==> src/rtl/cmul_driver_pkg.sv <==
// Shared definitions for the complex-multiplier driver: state encoding and
// default widths/timeouts.
package cmul_driver_pkg;

  localparam int unsigned DEF_W       = 8;
  localparam int unsigned DEF_TIMEOUT = 255;

  typedef enum logic [2:0] {
    S_IDLE    = 3'd0,
    S_SEND_RE = 3'd1,
    S_SEND_IM = 3'd2,
    S_WAIT_RE = 3'd3,
    S_WAIT_IM = 3'd4,
    S_OUT     = 3'd5,
    S_ERR     = 3'd6
  } state_t;

endpackage

==> src/rtl/cmul_driver_timeout_counter.sv <==
// Per-wait-state watchdog. Loaded on clear and counts down while enabled.
// o_expired flags the last cycle of the wait window.
module cmul_timeout_counter
  import cmul_driver_pkg::*;
#(
  parameter int unsigned TIMEOUT = DEF_TIMEOUT
) (
  input  logic clk,
  input  logic rst,
  input  logic i_clear,
  input  logic i_enable,
  output logic o_expired
);

  localparam int unsigned   CW   = (TIMEOUT > 1) ? $clog2(TIMEOUT) : 1;
  localparam logic [CW-1:0] LOAD = CW'(TIMEOUT - 1);

  logic [CW-1:0] r_count;

  always_ff @(posedge clk or negedge rst) begin
    if (!rst) begin
      r_count <= '0;
    end else if (i_clear) begin
      r_count <= LOAD;
    end else if (i_enable && (r_count != '0)) begin
      r_count <= r_count - 1'b1;
    end
  end

  // A wait window lasts TIMEOUT cycles; a ready in the final cycle still wins.
  assign o_expired = (r_count == '0);

endmodule

==> src/rtl/cmul_driver.sv <==
// Sequences one complex product through a shared scalar multiplier:
// sends the re and im operand pairs, then collects two result pulses.
//
// state     | meaning
// ----------+-------------------------------------------------
// S_IDLE    | waiting for host operands, in_ready high
// S_SEND_RE | start pulse, X/Y = a_re/b_re
// S_SEND_IM | X/Y = a_im/b_im
// S_WAIT_RE | waiting for first ready, result -> out_re
// S_WAIT_IM | waiting for second ready, result -> out_im
// S_OUT     | product presented until host accepts
// S_ERR     | multiplier timed out, held until reset
module cmul_driver
  import cmul_driver_pkg::*;
#(
  parameter int unsigned TIMEOUT = DEF_TIMEOUT,
  parameter int unsigned W       = DEF_W
) (
  input  logic           clk,
  input  logic           rst,
  input  logic           in_valid,
  output logic           in_ready,
  input  logic [W-1:0]   a_re,
  input  logic [W-1:0]   a_im,
  input  logic [W-1:0]   b_re,
  input  logic [W-1:0]   b_im,
  output logic           start,
  output logic [W-1:0]   X,
  output logic [W-1:0]   Y,
  input  logic [2*W-1:0] res,
  input  logic           ready,
  output logic           out_valid,
  input  logic           out_ready,
  output logic [2*W-1:0] out_re,
  output logic [2*W-1:0] out_im,
  output logic           err
);

  state_t         r_state;
  state_t         w_next;
  logic [W-1:0]   r_a_re, r_a_im, r_b_re, r_b_im;
  logic [2*W-1:0] r_out_re, r_out_im;
  logic           r_err;
  logic           w_clear, w_enable, w_expired;

  cmul_timeout_counter #(.TIMEOUT(TIMEOUT)) u_timer (
    .clk      (clk),
    .rst      (rst),
    .i_clear  (w_clear),
    .i_enable (w_enable),
    .o_expired(w_expired)
  );

  always_ff @(posedge clk or negedge rst) begin
    if (!rst) begin
      r_state <= S_IDLE;
    end else begin
      r_state <= w_next;
    end
  end

  always_comb begin
    w_next    = r_state;
    in_ready  = 1'b0;
    start     = 1'b0;
    X         = '0;
    Y         = '0;
    out_valid = 1'b0;
    w_clear   = 1'b1;
    w_enable  = 1'b0;
    case (r_state)
      S_IDLE: begin
        in_ready = 1'b1;
        if (in_valid) w_next = S_SEND_RE;
      end
      S_SEND_RE: begin
        start  = 1'b1;
        X      = r_a_re;
        Y      = r_b_re;
        w_next = S_SEND_IM;
      end
      S_SEND_IM: begin
        X      = r_a_im;
        Y      = r_b_im;
        w_next = S_WAIT_RE;
      end
      S_WAIT_RE: begin
        w_clear  = 1'b0;
        w_enable = 1'b1;
        if (ready) begin
          w_next  = S_WAIT_IM;
          w_clear = 1'b1;
        end else if (w_expired) begin
          w_next = S_ERR;
        end
      end
      S_WAIT_IM: begin
        w_clear  = 1'b0;
        w_enable = 1'b1;
        if (ready) w_next = S_OUT;
        else if (w_expired) w_next = S_ERR;
      end
      S_OUT: begin
        out_valid = 1'b1;
        if (out_ready) w_next = S_IDLE;
      end
      S_ERR: begin
        w_next = S_ERR;
      end
      default: begin
        w_next = S_IDLE;
      end
    endcase
  end

  always_ff @(posedge clk or negedge rst) begin
    if (!rst) begin
      r_a_re   <= '0;
      r_a_im   <= '0;
      r_b_re   <= '0;
      r_b_im   <= '0;
      r_out_re <= '0;
      r_out_im <= '0;
      r_err    <= 1'b0;
    end else begin
      if ((r_state == S_IDLE) && in_valid) begin
        r_a_re <= a_re;
        r_a_im <= a_im;
        r_b_re <= b_re;
        r_b_im <= b_im;
      end
      if ((r_state == S_WAIT_RE) && ready) r_out_re <= res;
      if ((r_state == S_WAIT_IM) && ready) r_out_im <= res;
      if (w_next == S_ERR) r_err <= 1'b1;
    end
  end

  assign out_re = r_out_re;
  assign out_im = r_out_im;
  assign err    = r_err;

endmodule

==> config.mk <==
export PLATFORM = sky130hd
export DESIGN_NAME = cmul_driver
export DESIGN_NICKNAME = d
export VERILOG_FILES = /design/src/rtl/cmul_driver_pkg.sv /design/src/rtl/cmul_driver_timeout_counter.sv /design/src/rtl/cmul_driver.sv
export SDC_FILE = /design/constraint.sdc
export NUM_CORES = 1
export LEC_CHECK = 0
export BUFFER_PORTS_ARGS = -buffer_cell sky130_fd_sc_hd__buf_2
export CAP_MARGIN = 20
export CORE_MARGIN = 3
export CORE_UTILIZATION = 53
export CTS_BUF_LIST = sky130_fd_sc_hd__clkbuf_8
export DETAILED_ROUTE_END_ITERATION = 10
export PLACE_DENSITY_LB_ADDON = 0.15
export SLEW_MARGIN = 30
export SYNTH_ARGS = -nofsm -noshare
export SYNTH_HDL_FRONTEND = slang
export SYNTH_SLANG_ARGS = --single-unit
==> constraint.sdc <==
create_clock -name clk -period 2.1 [get_ports clk]
set_input_delay 0.105 -clock clk [delete_from_list [all_inputs] [get_ports clk]]
set_output_delay 0.105 -clock clk [all_outputs]
set_load 0.01 [all_outputs]
# ---- Word-level counts from Yosys, hierarchy flattened
# Index checks and enable logic that the tools add are counted.
dict set report word_totals {
  reg_bits 76
  latch_bits 0
  mem_bits_rw 0
  rom_bits 0
  in_bits 53
  output_inout_bits 52
  word_cells 42
  memories 0
}
dict set report classes {
  addsub 1
  multipliers 0
  n_div 0
  magnitude_cmp 0
  eq_ne 7
  n_shift 0
  muxes 16
  n_bitwise 0
  reduce_logical 9
}
# cell n
set ops {}
lappend ops {{8-bit one-hot mux with 2 select lines} 2}
lappend ops {{3-bit one-hot mux with 7 select lines} 1}
lappend ops {{8-bit two-way mux} 2}
lappend ops {{3-bit two-way mux} 5}
lappend ops {{3-bit equality test, second input constant} 4}
lappend ops {{8-bit logical NOT} 1}
lappend ops {{8-bit nonzero test} 1}
lappend ops {{8-bit by 1-bit subtractor with 8-bit output, second input constant} 1}
lappend ops {{3-bit by 2-bit equality test with 1-bit output, second input constant} 2}
lappend ops {{1-bit two-way mux} 5}
lappend ops {{1-bit logical AND} 4}
lappend ops {{3-bit by 1-bit equality test with 1-bit output, second input constant} 1}
lappend ops {{3-bit logical NOT} 1}
lappend ops {{1-bit one-hot mux with 2 select lines} 1}
lappend ops {{2-bit nonzero test} 1}
lappend ops {{2-bit OR reduction} 1}

# ---- Depth between registers and ports, before layout
dict set report logic_depth {
  word_depth 6
  ltp_mapped 6
}

# ---- Cells and area by module
# From an unflattened synthesis, not the netlist that was laid out.
dict set report unflattened {
  hier_cells 237
  hier_area_um2 3325.7
}
# mod instances cells_per_inst area_each_um2
set modules_own_cells {}
lappend modules_own_cells {cmul_driver 1 190 2854.0}
lappend modules_own_cells {cmul_timeout_counter 1 47 471.7}

# ---- Worst setup path after synthesis
# OpenSTA, ideal clock, no wires.
dict set report synth_path {
  kind {reg-to-reg}
  from {register r_state[2]}
  to {register r_a_im[0]}
  setup_ns 0.125
  arrival_ns 1.591
  t_required_ns 1.975
  path_slack_ns 0.384
  path_stages_with_launch 6
  path_buffers 2
  synth_period_minus_slack_ns 1.716
  path_cell_list {dfrtp_1 > nor3_1 > and2_1 > clkbuf_2 > buf_2 > mux2_2}
}
dict set report synth_via {
  elab_chain_len 2
}
# element line_no
set synth_lines {}
lappend synth_lines {{from (decl)} cmul_driver.sv:39} ;# state_t r_state;
lappend synth_lines {{from (signal assigned)} cmul_driver.sv:58} ;# r_state <= w_next;
lappend synth_lines {{3-bit logical NOT} cmul_driver.sv:126} ;# if ((r_state == S_IDLE) && in_valid) begin
lappend synth_lines {{1-bit logical AND} cmul_driver.sv:126}
lappend synth_lines {{to (signal assigned)} cmul_driver.sv:128} ;# r_a_im <= a_im;
lappend synth_lines {{to (decl)} cmul_driver.sv:41} ;# logic [W-1:0] r_a_re, r_a_im, r_b_re, r_b_im;
# No other way between the ends.
# A chain may end at the register's enable or synchronous reset.

# ---- Final worst setup path
dict set report layout_path {
  from {register r_state[1]}
  to {output X[7]}
}
dict set report layout_via {
  elab_chain_len 2
  word_cells_on_any_way 3
}
# element line_no
set layout_lines {}
lappend layout_lines {{3-bit by 2-bit equality test with 1-bit output or 3-bit by 1-bit equality test with 1-bit output (tied branches)} cmul_driver.sv:71} ;# case (r_state)
lappend layout_lines {{8-bit one-hot mux with 2 select lines *} cmul_driver.sv:71}
lappend layout_lines {{to (decl)} cmul_driver.sv:28} ;# output logic [W-1:0] X,
# Every way passes the cells marked *; elsewhere a longest branch is shown, timed or not.

==> summary.txt <==
Die
  • FP Rows: 28
  • Die height: between 80 and 90 µm
  • Core area: roughly 6000 µm²
  • Die width: between 80 and 90 µm
  • DIE AREA: ~7300 µm²
  • Initial core utilization: between 50% and 60%
  • IO Count: 105

Yosys
  • EDFF count, synth: 0
  • Synth Flop Type: dfrtp_1
  • Synth Area in Compound Gates: under 10%
  • Synth Instances: 237
  • Synthesis Warnings: 0
  • Post-synthesis simple-gate area fraction: roughly 7.4%
  • Syn_nets: about 290
  • Register area share after synthesis: between 50% and 60%
  • Synth async-reset ratio: 100%
  • Most common library cells after synthesis: 76 x dfrtp_1, 54 x mux2_2, 16 x a22o_1
  • Syn_area_per_cell: about 14 µm²
  • Largest family of logic cells by synthesized area: multiplexers
  • Yosys top cell by area: dfrtp_1
  • FF+latch count, synth: 76
  • Adder-cell share of the synthesized area: 0.745%
  • Mux cell area share after synthesis: ~23%
  • Top area cells in the synthesized netlist: dfrtp_1 57%, mux2_2 18%, mux2_4 4.5%
  • Distinct cells, synth: between 40 and 50
  • Synth top area share: ~57%
  • Count leader, synth: dfrtp_1
  • XOR/XNOR Fraction of Synth Area: less than 1%
  • Area of the mapped netlist: 3360 µm²

Setup path
  • Reg2reg setup slack: around 0.27 ns
  • Critical-path top delay cell: dfrtp_1
  • Crit path largest cell delay: between 0.5 and 0.6 ns
  • R2R Path End: out_im[4]
  • Worst Path Max Fanout: 16
  • Cells along the critical path: inv_1 -> nor3_2 -> buf_4 -> a22o_1 -> buf_2
  • Crit path kind: reg -> out
  • CP Launch Point: r_state[1]
  • Worst r2r path cells: 3
  • CP bufs+invs: 3
  • CP endpoint: X[7]
  • Worst r2r src: r_state[2]
  • Cell family with most CP delay: flip-flops
  • Critical Path Start Type: flip-flop
  • Worst EP required: roughly 2 ns
  • Crit path depth: 5
  • CP Capture Type: primary output
  • Data arrival, critical path: roughly 1.7 ns

Routing
  • Pre-antenna DRT Iters: 4
  • DRT iter0 DRCs: between 50 and 60
  • Post-Route WL: about 6900 µm
  • Routed vias/inst: 5.27
  • Detailed-route wire length per cell: 15.4 µm
  • # DRC: 0
  • Vias: between 2000 and 2500
  • Antenna viol nets, final: 0

Timing
  • Final Hold Viols: 0
  • Final Skew: 0.0106 ns
  • Final min period: 1.84 ns
  • Setup WS post-layout: 0.261 ns
  • Setup violations, final: 0
  • Setup TNS: 0 ns
  • Max Slew Vio Count: 0
  • RSZ-0062 raised after global routing: false
  • Fmax: approximately 540 MHz
  • Max-slew headroom: ~55%
  • Final cycle utilization of the critical path: between 80 and 90%
  • Measured slew at the worst slew-check pin: between 0.6 and 0.7 ns

Clock network
  • CTS root buffer: clkbuf_8
  • Post-CTS Hold Fix Bufs: 18
  • CTS Buf Count: 9
  • Clock Latency Late Sink: 0.33 ns
  • CTS clock-pin slew for the worst setup and hold paths: ~0.070 ns
  • Clock Tree Buf Depth: 2
  • CTS tree: yes
  • CTS resizes: 0
  • H-tree depth: 3
  • Clock sinks: 76
  • Postcts setup bufs: 0

Final layout
  • Layout cells sized above 1: between 50% and 60%
  • Non-filler cells in the finished layout: ~440
  • Filler instances: approximately 450
  • Synthesis-to-layout area growth: 29.2%
  • Antenna cell count: 0
  • Post-Layout Inst Area: 4340 µm²
  • Nets: between 400 and 500

Placement
  • # placed instances: about 410
  • Placed inst area: a little under 4000 µm²
  • DP Wirelength: between 4000 and 5000 µm
  • Dpl ws: ~0.26 ns
  • GPL Wtd Cong: a little under 0.8
  • IO Port Bufs: 104

Global route
  • Grt met3 use: 4.51%
  • Global routing met1 resource utilization: approximately 26%
  • GRT met2 Usage: 31.9%
  • GR peak layer: met2
  • Initial antenna violation count: 0
  • Gr usage total: 19.7%
  • Grt ovf: 0
  • Wire length of the first global-routing pass: 11300 µm
  • Largest net degree at the start of global routing: 77
  • Vias in the first global route: between 2000 and 2500

Power
  • Pwr Density: between 1000 and 1500 nW/µm²
  • Peak VDD IR: around 0.80 mV
  • Total Power: 6.01 mW
  • Leakage: between 2 and 2.5 nW

Run
  • Max Cap Violations: 0

Min path
  • Hold Path Stages: 2
  • Hold Startpoint: b_im[1]
  • HP Class: in -> reg

Status
  • Status: complete, no violations
==> where the power goes <==
group	total, mW	leakage, nW	internal (mW)	switching (mW)
Sequential	2.55	0.887	2.14	0.410
Clock	1.07	0.105	0.557	0.508
Combinational	2.40	1.09	1.32	1.08
==> layout make-up <==
cell class | instances | area (µm²) | share of cell area (%)
clock buffer | 13 | 179 | 4.12
multi-input combinational | 143 | 1350 | 31.2
sequential | 76 | 1900 | 43.8
tap | 75 | 93.8 | 2.16
timing repair buffer | 128 | 772 | 17.8
clock inverter | 3 | 18.8 | 0.432
inverter | 6 | 22.5 | 0.519
==> logic make-up after synthesis <==
logic type	count (synthesis)
mux	65
flops	76
xor+xnor	1
buf+inv	18
compound gates	40
fa+ha+maj	2
simple gates	35
==> layout by cell type, fill, tap and decap left out, types with 3 or more instances in the layout <==
cell type,Yosys,final
o31ai_1,3,3
mux2_2,54,54
clkbuf_8,0,13
inv_1,6,6
o21ai_0,6,6
buf_2,9,103
nand2_1,5,5
nand3_1,5,5
mux2_4,10,10
dlygate4sd3_1,0,21
or4_1,3,3
nor2_1,4,4
a22o_1,16,16
a31oi_1,3,3
dfrtp_1,76,76
==> through the flow <==
stage	utilization, %	hold WS, ns
floorplan	-	-0.191
global placement	65.2	0.311
detailed placement	65.2	0.312
CTS	71.5	0.000527
global route	72.0	0.00146
finish	72.0	0.0133
==> worst min-delay path by stage <==
stage | to | slack [ns]
2_1_floorplan | err | -0.19
3_3_place_gp | r_b_im[6] | 0.31
3_5_place_dp | r_b_im[6] | 0.31
4_1_cts | r_a_im[5] | 0.0005
5_1_grt | r_a_re[0] | 0.001
6_report | r_b_im[1] | 0.01
==> registers in the layout, summed over array words and instances (netlist names), 3 cells and up <==
register,count
r_b_im,8
r_b_re,8
r_a_re,8
out_im,16
r_a_im,8
out_re,16
u_timer.r_count,8
r_state,3
==> metal layers <==
| layer | vias to the layer above | routed length (µm) |
|---|---|---|
| li1 | 1129 | - |
| met1 | 1128 | 3090 |
| met2 | 73 | 3250 |
| met3 | 10 | 407 |
| met4 | 0 | 107 |
| met5 | - | 0 |
No activity file was read; power rests on OpenSTA's default activity.
